===== src/rtl/gon_multicast_source_pkg.sv =====
// Shared definitions for the GON multicast source.
// Holds the controller state encoding and the default tag/id and payload
// widths used by gon_multicast_source and its FIFO.
package gon_multicast_source_pkg;

    typedef enum logic [1:0] {
        ST_IDLE   = 2'd0,
        ST_CONFIG = 2'd1,
        ST_RUN    = 2'd2
    } gon_state_t;

    localparam int GON_ID_LEN    = 4;
    localparam int GON_VALUE_LEN = 32;

endpackage


===== src/rtl/gon_multicast_source_fifo.sv =====
// gon_source_fifo: outgoing buffer of the GON multicast source.
// Ports:
//   clk, rst            clock, synchronous active-high reset
//   push_valid/ready    producer handshake, push_data written on acceptance
//   pop                 request to drop the head (ignored when empty)
//   head                entry at the read pointer
//   empty, full         occupancy flags
// DEPTH must be a power of two so the pointers wrap by natural overflow.
module gon_source_fifo #(
    parameter int WIDTH = 36,
    parameter int DEPTH = 4
) (
    input  logic             clk,
    input  logic             rst,
    input  logic             push_valid,
    output logic             push_ready,
    input  logic [WIDTH-1:0] push_data,
    input  logic             pop,
    output logic [WIDTH-1:0] head,
    output logic             empty,
    output logic             full
);

    localparam int PTR_W = $clog2(DEPTH);
    localparam int CNT_W = PTR_W + 1;

    logic [WIDTH-1:0] mem [DEPTH];
    logic [PTR_W-1:0] rd_ptr;
    logic [PTR_W-1:0] wr_ptr;
    logic [CNT_W-1:0] count;
    logic             do_push;
    logic             do_pop;

    assign empty      = (count == '0);
    assign full       = (count == CNT_W'(DEPTH));
    // A pop in the same cycle does not free a slot for this cycle's push.
    assign push_ready = !full;
    assign do_push    = push_valid & push_ready;
    assign do_pop     = pop & !empty;
    assign head       = mem[rd_ptr];

    always_ff @(posedge clk) begin
        if (do_push) begin
            mem[wr_ptr] <= push_data;
        end
    end

    always_ff @(posedge clk) begin
        if (rst) begin
            rd_ptr <= '0;
            wr_ptr <= '0;
            count  <= '0;
        end else begin
            if (do_push) wr_ptr <= wr_ptr + 1'b1;
            if (do_pop)  rd_ptr <= rd_ptr + 1'b1;
            case ({do_push, do_pop})
                2'b10:   count <= count + 1'b1;
                2'b01:   count <= count - 1'b1;
                default: count <= count;
            endcase
        end
    end

endmodule


===== src/rtl/gon_multicast_source.sv =====
// gon_multicast_source: programs the id scan chain of the GON controllers,
// then multicasts buffered (tag, value) words on the GON bus.
// Ports:
//   clk, rst                      clock, synchronous active-high reset
//   cfg_start, cfg_valid/ready,   host id programming stream,
//   cfg_id, cfg_done              cfg_done pulses once the chain is loaded
//   set_id, id_out                scan chain drive
//   in_valid/ready, in_tag,       producer stream into the FIFO
//   in_value
//   tag, enable, value, ready     GON bus (ready = OR of controller ready_out)
//   busy                          programming or data pending
// Optional macro GON_SOURCE_PERF_EN adds perf_xfers / perf_stalls
// saturating counters of completed and stalled bus cycles.
//
// state  | meaning
// IDLE   | waiting for cfg_start
// CONFIG | shifting CHAIN_LEN ids into the scan chain
// RUN    | draining the FIFO onto the GON bus
module gon_multicast_source
    import gon_multicast_source_pkg::*;
#(
    parameter int ID_LEN     = GON_ID_LEN,
    parameter int VALUE_LEN  = GON_VALUE_LEN,
    parameter int FIFO_DEPTH = 4,
    parameter int CHAIN_LEN  = 8
) (
    input  logic                 clk,
    input  logic                 rst,
    input  logic                 cfg_start,
    input  logic                 cfg_valid,
    output logic                 cfg_ready,
    input  logic [ID_LEN-1:0]    cfg_id,
    output logic                 cfg_done,
    output logic                 set_id,
    output logic [ID_LEN-1:0]    id_out,
    input  logic                 in_valid,
    output logic                 in_ready,
    input  logic [ID_LEN-1:0]    in_tag,
    input  logic [VALUE_LEN-1:0] in_value,
    output logic [ID_LEN-1:0]    tag,
    output logic                 enable,
    output logic [VALUE_LEN-1:0] value,
    input  logic                 ready,
    output logic                 busy
`ifdef GON_SOURCE_PERF_EN
    ,
    output logic [31:0]          perf_xfers,
    output logic [31:0]          perf_stalls
`endif
);

    localparam int SLOT_W = (CHAIN_LEN > 1) ? $clog2(CHAIN_LEN) : 1;
    localparam int ENTRY_W = ID_LEN + VALUE_LEN;

    gon_state_t          state;
    logic [SLOT_W-1:0]   slot_cnt;
    logic [ENTRY_W-1:0]  head;
    logic                fifo_empty;
    logic                fifo_full;
    logic                fifo_pop;

    gon_source_fifo #(
        .WIDTH (ENTRY_W),
        .DEPTH (FIFO_DEPTH)
    ) u_fifo (
        .clk        (clk),
        .rst        (rst),
        .push_valid (in_valid),
        .push_ready (in_ready),
        .push_data  ({in_tag, in_value}),
        .pop        (fifo_pop),
        .head       (head),
        .empty      (fifo_empty),
        .full       (fifo_full)
    );

    // Gating with rst keeps a reset during programming from emitting one
    // last shift into the chain while the state register is still CONFIG.
    assign cfg_ready = (state == ST_CONFIG) & !rst;
    assign set_id    = cfg_ready & cfg_valid;
    assign id_out    = set_id ? cfg_id : '0;

    assign enable    = (state == ST_RUN) & !fifo_empty;
    assign fifo_pop  = enable & ready;
    assign tag       = fifo_empty ? '0 : head[ENTRY_W-1 -: ID_LEN];
    assign value     = enable ? head[VALUE_LEN-1:0] : '0;
    assign busy      = (state == ST_CONFIG) | !fifo_empty;

    always_ff @(posedge clk) begin
        if (rst) begin
            state    <= ST_IDLE;
            slot_cnt <= '0;
            cfg_done <= 1'b0;
        end else begin
            cfg_done <= 1'b0;
            case (state)
                ST_IDLE: begin
                    if (cfg_start) begin
                        state    <= ST_CONFIG;
                        slot_cnt <= '0;
                    end
                end
                ST_CONFIG: begin
                    if (cfg_valid) begin
                        if (slot_cnt == SLOT_W'(CHAIN_LEN - 1)) begin
                            state    <= ST_RUN;
                            cfg_done <= 1'b1;
                            slot_cnt <= '0;
                        end else begin
                            slot_cnt <= slot_cnt + 1'b1;
                        end
                    end
                end
                ST_RUN: begin
                    // Reprogramming only once nothing is left to deliver.
                    if (cfg_start && fifo_empty) begin
                        state    <= ST_CONFIG;
                        slot_cnt <= '0;
                    end
                end
                default: state <= ST_IDLE;
            endcase
        end
    end

`ifdef GON_SOURCE_PERF_EN
    always_ff @(posedge clk) begin
        if (rst) begin
            perf_xfers  <= '0;
            perf_stalls <= '0;
        end else begin
            if (enable && ready && perf_xfers != '1)
                perf_xfers <= perf_xfers + 1'b1;
            if (enable && !ready && perf_stalls != '1)
                perf_stalls <= perf_stalls + 1'b1;
        end
    end
`else
    // Performance counters not built.
`endif

    logic unused_full;
    assign unused_full = fifo_full;

endmodule


===== config.mk =====
export PLATFORM = sky130hd
export DESIGN_NAME = gon_multicast_source
export DESIGN_NICKNAME = d
export VERILOG_FILES = /design/src/rtl/gon_multicast_source_pkg.sv /design/src/rtl/gon_multicast_source_fifo.sv /design/src/rtl/gon_multicast_source.sv
export SDC_FILE = /design/constraint.sdc
export NUM_CORES = 1
export LEC_CHECK = 0
export CAP_MARGIN = 5
export CORE_ASPECT_RATIO = 0.75
export CORE_MARGIN = 10
export CORE_UTILIZATION = 49
export DETAILED_ROUTE_END_ITERATION = 8
export PLACE_DENSITY = 0.76
export SYNTH_ARGS = -nofsm -noshare
export SYNTH_HDL_FRONTEND = slang
export SYNTH_SLANG_ARGS = --single-unit

===== constraint.sdc =====
create_clock -name clk -period 2.1 [get_ports clk]
set_input_delay 0.21 -clock clk [delete_from_list [all_inputs] [get_ports clk]]
set_output_delay 0.21 -clock clk [all_outputs]
set_load 0.03 [all_outputs]

==> impl_metrics.tcl <==
set metrics [dict create \
    status "finished, violations left" \
    failed_checks "negative setup slack" \
    hold_violations 0 \
    avgSynthCellArea_um2 19.5 \
    route.detailed.drc 0 \
    slowest_delay_ns 0.49 \
    ys_seq_area_share_pct 73.3 \
    worst_slack_ns -0.0326 \
    relSlewSlack_pct 77.2 \
    clkSinkCount 159 \
    grt_max_degree 37 \
    synth_cell_types 34 \
    crit_slowest_cell "mux4_2" \
    die_area_um2 17900 \
    synth_compound_area_share_pct 1.69 \
    first_pass_iters 4 \
    synthMuxAreaShare_pct 13.7 \
    min_path_type "in2reg" \
    design_area_um2 8280 \
    cts_tree "done" \
    min_period_ns 2.13 \
    ys_ff_latch 159 \
    hp-start "in_value[10]" \
    r2r_cells 9 \
    htreeDepth 4 \
    ir_drop_mv 0.577 \
    yosys.area.top_type "edfxtp_1" \
    clock_path_buffers 2 \
    synth_xor_area_share_pct 0.278 \
    critPathCaptureType "output pin" \
    cp_data_arrival_time_ns 1.92 \
    power.total_uw 7210 \
    synthTopCellsByArea "edfxtp_1 69%, mux4_2 13%, dfxtp_1 4.8%" \
    finalClockSkew_ns 0.0106 \
    p_sw_share_pct 20.7 \
    numCtsBuffers 17 \
    synth_ff_type "edfxtp_1" \
    stdcell_count 624 \
    syn_area_um2 6310 \
    tightestPinTransition_ns 0.339 \
    ff2ff_setup_slack_ns 0.14 \
    power_leakage_uw 0.00289 \
    p_clk_share_pct 43.2 \
    clk_pin_slew_ns 0.06 \
    timing.final.crit_share_pct 102 \
    num_rows 35 \
    synth-async-reset-ratio_pct 0 \
    crit_path_cell_trace "buf_12 -> mux4_2 -> nor2b_1 -> clkdlybuf4s15_2" \
    clockRootBuffer "clkbuf_16" \
    regToRegEndpoint "u_fifo.count[2]" \
    grt_pass1_vias 3543 \
    synth_adder_area_share_pct 1.71 \
    postPlaceCellArea_um2 7560 \
    wl_per_cell_um 20.5 \
    synth_edf_count 144 \
    fmax_mhz 469 \
    holdWs_ns 0.424 \
    path_depth 4 \
    grt_pass1_wl_um 19700 \
    initial_core_util_pct 50.7 \
    synth_top_family_by_area "multiplexers" \
    layout-drive-gt1-share_pct 34.3 \
    critPathRequiredTime_ns 1.89 \
    antenna_found_initial 0 \
    portBuffers 91 \
    synth_top_cell_area_share_pct 68.5 \
    p_comb_share_pct 6.3 \
    yosys_warnings 0 \
    synth.net_count 377 \
    cts_hold_buf 0 \
    diodes 0 \
    vias 3269 \
    finalNetCount 500 \
    ant_nets 0 \
    grtUsageTotal_pct 14.4 \
    seqPwrFrac_pct 50.5 \
    maxCapViolations 0 \
    powerDensity_nw_per_um2 872 \
    preCtsSetupSlack_ns -0.102 \
    cp_max_fo 10 \
    hpwl_um 7750 \
    area_growth_pct 31.2 \
    syn_inst 323 \
    rsz0062_at_grt "true" \
    avgViaCountPerCell 5.24 \
    design.portCount 92 \
    overflow 0 \
    place.gp.congestion 0.743 \
    wirelength_um 12800 \
    power.switching_uw 1500 \
    n_fill_cell 841 \
    hold_depth 1 \
    die_w_um 151 \
    critPathKind "reg2out" \
    r2r-start "u_fifo.count[0]" \
    drt_iter0_markers 221 \
    dpl.cell_count 586 \
    final-setup-viol-count 7 \
    die_h_um 118 \
    synth-simple-area-share_pct 7.54 \
    drv_slew 0 \
    cp-start-kind "flip-flop" \
    crit_family "multiplexers" \
    core_area_um2 12400 \
    worstSkewPairLatency_ns 0.41 \
    hold_end "u_fifo.mem[3][10]" \
    internal_power_uw 5720 \
    cp.buffers_inverters 2 \
]
## per-stage QoR
step           util (%)  TNS, ns
6_report           66.5   -0.117
5_1_grt            66.5    -1.01
2_1_floorplan         -        0
3_3_place_gp       60.8  -0.0669
4_1_cts            66.1    -1.47
3_5_place_dp       60.8   -0.222
## per-layer routing
| metal | share of wire, % | vias up | GRT usage, % |
|---|---|---|---|
| met5 | 0 | - | 0 |
| met2 | 48 | 112 | 22.1 |
| met1 | 43 | 1644 | 18.9 |
| met3 | 8.5 | 9 | 4.99 |
| li1 | - | 1504 | - |
| met4 | 0.63 | 0 | 4.26 |
## worst max-delay path by stage
stage	slack, ns	end	startpoint
finish	-0.03	tag[1]	flip-flop
global route	-0.1	tag[1]	flip-flop
CTS	-0.11	value[6]	flip-flop
detailed placement	-0.10	u_fifo.count[2]	ready
global placement	-0.04	u_fifo.count[2]	ready
floorplan	0.05	u_fifo.mem[2][0]	u_fifo.count[0]
## cells in the final DEF (no fill, tap or decap), types with 2 or more instances in the layout
master / instances
dlygate4sd2_1: 2
a21oi_1: 3
dfxtp_2: 2
dfxtp_1: 12
ha_1: 7
xor2_1: 2
clkbuf_16: 19
and2_1: 5
bufinv_16: 3
inv_6: 6
clkdlybuf4s15_2: 2
clkinvlp_4: 2
inv_1: 7
buf_12: 9
mux2_1: 4
nand2b_1: 6
buf_4: 29
nor2b_4: 5
buf_6: 8
clkinv_4: 2
and2_2: 4
nand2_1: 5
o21ai_2: 3
nor2_1: 10
mux4_2: 36
nor3_1: 2
clkdlybuf4s50_1: 47
edfxtp_1: 144
buf_2: 15
o21ai_0: 2
nor2b_1: 32
## cells by family (layout without fill, tap and decap cells)
family / count (synthesis) / after routing
buf+inv: 21 / 156
simple gates: 80 / 80
compound gates: 12 / 12
flops: 159 / 159
fa+ha+maj: 8 / 8
xor+xnor: 2 / 2
mux: 41 / 41
## Yosys cell counts (2+ instances only)
master	instances
clkbuf_1	2
o21ai_0	2
xor2_1	2
nand2_1	5
nor2_1	11
edfxtp_1	144
and2_1	9
dfxtp_1	15
nand2b_1	7
o21ai_2	3
ha_1	7
nor2b_1	38
a21oi_1	3
mux4_2	36
inv_1	7
buf_6	3
mux2_1	4
nor3_1	2
buf_2	8
## power groups by stage
stage	clock (uW)	sequential, uW	combinational, uW
floorplan	0	3700	226
global placement	0	3700	450
detailed placement	0	3710	464
CTS	3180	3640	459
global route	3320	3650	495
finish	3120	3640	454
## registers in the layout, indices dropped and copies added, names as in the netlist, named ones only
| name | cells |
|---|---|
| state | 2 |
| cfg_done | 1 |
| u_fifo.wr_ptr | 2 |
| u_fifo.rd_ptr | 2 |
| u_fifo.mem | 144 |
| slot_cnt | 3 |
| u_fifo.count | 3 |
## area by class of cell
class / instances / area [um2] / area share (%)
Sequential cell: 159 / 4630 / 56.0
Timing Repair Buffer: 117 / 1170 / 14.2
Inverter: 8 / 30.0 / 0.363
Tap cell: 166 / 208 / 2.51
Clock inverter: 14 / 180 / 2.18
Clock buffer: 17 / 425 / 5.14
Multi-Input combinational cell: 143 / 1630 / 19.7
## timing repair
item                       4_1_cts  5_1_grt
setup endpoints to repair       36       34
cloned                           1        2
gates resized for setup        121       91
setup buffers                    2        2
Note: power is estimated with default switching activity, not from simulation.
==> variant 1 (same flow settings) <==
The option `GON_SOURCE_PERF_EN` is turned on by a define.
--- a/src/rtl/gon_multicast_source.sv
+++ b/src/rtl/gon_multicast_source.sv
@@ -18,2 +18,4 @@
 // RUN    | draining the FIFO onto the GON bus
+`define GON_SOURCE_PERF_EN
+
 module gon_multicast_source
Behaviour (old outputs only; new: perf_stalls and perf_xfers): unchanged (Yosys induction, for registers that start in step).
==> variant 1 against the original RTL <==
  * The flow still finishes with violations (negative setup slack)
  * Design area rose by 65%
  * Worst setup slack got worse by 53 ps
  * First-iteration DRC count grew to 2.5 times the old value
  * Routed wire length rose by 94%
  * Sequential cell count is 64 higher
  * Area after synthesis increased by 51%
  * Power up 25%
  * Register-to-register slack worse by 170 ps
==> variant 1: results <==
setup_path:
  crit_path_max_fanout: 9
  cpPeakStageDelay_ps: 530
  rrSetupSlack_ps: -30
  crit_end: "value[26]"
  ff2ff_path_depth: 6
  r2r_start: "perf_xfers[4]$_SDFFE_PP0P_"
detailed_routing:
  drt-initial-drc-count: 558
  vias_per_cell: 5.739
sta:
  skew_ps: 13.26
  setup-tns-final_ps: -2130
  finalSetupViolations: 39
  fin_hold_ws_ps: 199.8
  fin_ws_ps: -85.29
place:
  detailedPlace.worstSlack_ps: -290.9
  place_inst: 1211
  gp_congestion: 0.8813
  numPortBuffers: 155
cts:
  htreeDepth: 1
run_status:
  outcome: "complete, but fails checks"
  violations: "negative setup slack"
yosys:
  muxShareOfSynthArea_pct: 9.683
  ys_seq_area_share_pct: 62.10
  synth_area_leaders: "edfxtp_1 45%, dfxtp_1 17%, mux4_2 8.5%"
  netlist-cell-type-count: 56
  synth_adder_area_share_pct: 1.395
  synth_fp_nets: 777
  synth_compound_area_share_pct: 6.749
  synthTopCellsByCount: "144 x edfxtp_1, 79 x dfxtp_1, 53 x nor2_1"
worst_hold_path:
  min_to: "perf_xfers[27]$_SDFFE_PP0P_"
  min_delay_path_depth: 3
power:
  p_leak_nw: 4.703
finish:
  nets: 1050
  reg.largest.list: "u_fifo.mem: 144 flops, perf_stalls: 32 flops, perf_xfers: 32 flops"
  design_area_um2: 13640
global_route:
  grt_usage_pct: 18.44
  grt_pass1_wl_mm: 38.70
-- variant 1: routing by layer --
metal  track usage [%]  vias to the layer above  share of wire (%)
met5                 0                        -              0.052
met2             29.58                      259                 47
met3             4.731                       35                7.3
li1                  -                     3363                  -
met1             24.86                     3583                 44
met4             3.876                        2                1.7
-- variant 1: power by group --
group | internal, mW | switching [mW]
registers | 4.79 | 0.0411
logic | 0.249 | 0.305
clock network | 2.09 | 1.58
-- variant 1: repair_timing --
action / CTS / global route
gates cloned: 2 / 2
hold buffers: 0 / 0
resized for setup: 83 / 38
pin swaps: 4 / 16
setup endpoints to repair: 56 / 65
setup buffers: 1 / 6
-- variant 1: area by class of cell --
| cell class | instances | area share, % |
|---|---|---|
| Clock buffer | 32 | 4.616 |
| Clock inverter | 8 | 0.3303 |
| Inverter | 17 | 0.4680 |
| Multi-Input combinational cell | 447 | 28.16 |
| Sequential cell | 223 | 44.13 |
| Tap cell | 253 | 2.322 |
| Timing Repair Buffer | 282 | 19.98 |
==> variant 2 (config.mk and constraints unchanged) <==
Made on the original files. Register the inputs `cfg_start`, `cfg_valid` and `cfg_id` before use. The logic sees them one clock later. The other inputs are not delayed to match.
--- a/src/rtl/gon_multicast_source.sv
+++ b/src/rtl/gon_multicast_source.sv
@@ -54,2 +54,12 @@
 
+    logic cfg_start_q;
+    logic cfg_valid_q;
+    logic [ID_LEN-1:0] cfg_id_q;
+
+    always_ff @(posedge clk) begin
+        cfg_start_q <= cfg_start;
+        cfg_valid_q <= cfg_valid;
+        cfg_id_q    <= cfg_id;
+    end
+
     gon_state_t          state;
@@ -79,4 +89,4 @@
     assign cfg_ready = (state == ST_CONFIG) & !rst;
-    assign set_id    = cfg_ready & cfg_valid;
-    assign id_out    = set_id ? cfg_id : '0;
+    assign set_id    = cfg_ready & cfg_valid_q;
+    assign id_out    = set_id ? cfg_id_q : '0;
 
@@ -97,3 +107,3 @@
                 ST_IDLE: begin
-                    if (cfg_start) begin
+                    if (cfg_start_q) begin
                         state    <= ST_CONFIG;
@@ -103,3 +113,3 @@
                 ST_CONFIG: begin
-                    if (cfg_valid) begin
+                    if (cfg_valid_q) begin
                         if (slot_cnt == SLOT_W'(CHAIN_LEN - 1)) begin
@@ -115,3 +125,3 @@
                     // Reprogramming only once nothing is left to deliver.
-                    if (cfg_start && fifo_empty) begin
+                    if (cfg_start_q && fifo_empty) begin
                         state    <= ST_CONFIG;
Formal check against the unedited RTL: not equivalent (a bounded check fails within 4 cycles, from zero or initial values and one cycle with rst high).
==> variant 2 against the original RTL <==
  * Largest power group unchanged
  * Sequential cell count rose by 6
  * The flow still finishes with violations (negative setup slack)
  * Synthesized cell count rose by 1.9%
  * Cell count rose by 3.5%
  * Routed wire length rose by 0.33%
  * Area after synthesis rose by 1.9%
  * Power fell by 0.38%
  * Worst setup slack improved by 7.9 ps
  * Critical path type unchanged
  * Via count rose by 2.8%
  * Combinational power rose by 8.4%
  * First-iteration DRC count fell by 30%
  * Core utilization fell by 0.81 points
  * Fmax rose by 0.37%
  * Design area rose by 2.7%
==> variant 2: results <==
power:
  pg_comb_mw: 0.492
  combPwrFrac_pct: 6.8
  p_leak_nw: 2.990
  clk-power_mw: 2.93
  power_report.internal_total_mw: 5.633
setup_path:
  crit_path_max_fanout: 8
  cpPeakStageDelay_ps: 510
  r2r_start: "state[0]$_SDFFE_PP0P_"
sta:
  setup-tns-final_ps: -56.26
  fin_ws_ps: -24.68
  relSlewSlack_pct: 78.20
  finalSetupViolations: 5
global_route:
  grt_pass1_vias: 3564
  grt_util_met2_pct: 23.15
  grt_usage_pct: 14.36
yosys:
  yosysTopAreaCellShare_pct: 67.26
  synth_area_leaders: "edfxtp_1 67%, mux4_2 13%, dfxtp_1 6.5%"
  synthTopCellsByCount: "144 x edfxtp_1, 38 x nor2b_1, 36 x mux4_2"
  synth_xor_area_share_pct: 0.2725
  synth_compound_area_share_pct: 1.654
  synth_cells: 329
  ys_seq_area_share_pct: 73.80
detailed_routing:
  routed_wirelength_mm: 12.83
  vias_per_cell: 5.204
  vias: 3362
  drt-initial-drc-count: 155
run_status:
  outcome: "complete, but fails checks"
  violations: "negative setup slack"
place:
  hpwl_mm: 8.162
  place_inst: 607
  gp_congestion: 0.7241
  dpl_cell_area_um2: 7705
finish:
  reg.largest.list: "u_fifo.mem: 144 flops, cfg_id_q: 4 flops"
  drive_gt1_share_pct: 37.26
  nets: 516
worst_hold_path:
  min_from: "cfg_start"
## variant 2: cell types whose count changed in the layout (fill, tap and decap cells not counted), sizes merged
cell           before  now
buf                61   76
bufinv              3    1
inv                14   16
dlymetal6s2s        1    0
clkinv              3    4
clkbuf             20   18
clkdlybuf4s15       2    0
dfxtp              15   21
## variant 2: worst paths after layout
path	slack [ps]	endpoint
max	-20	value[29]
min	240	cfg_start_q$_DFF_P_
max reg2reg	100	u_fifo.count[2]$_SDFFE_PP0P_
min reg2reg	480	slot_cnt[2]$_SDFFE_PP0P_
## variant 2: per-layer routing
metal / up-vias / share of wire (%)
met1: 1710 / 44
met3: 6 / 5.8
met4: 0 / 0.64
met5: - / 0
met2: 94 / 50
li1: 1552 / -
## variant 2: cell type report
class,count,area (um2)
Sequential cell,165,4753
Fill cell,858,4431
Multi-Input combinational cell,143,1674
Timing Repair Buffer,127,1257
Clock buffer,17,425.4
Tap cell,171,214.0
Clock inverter,15,142.6
Inverter,8,30.03
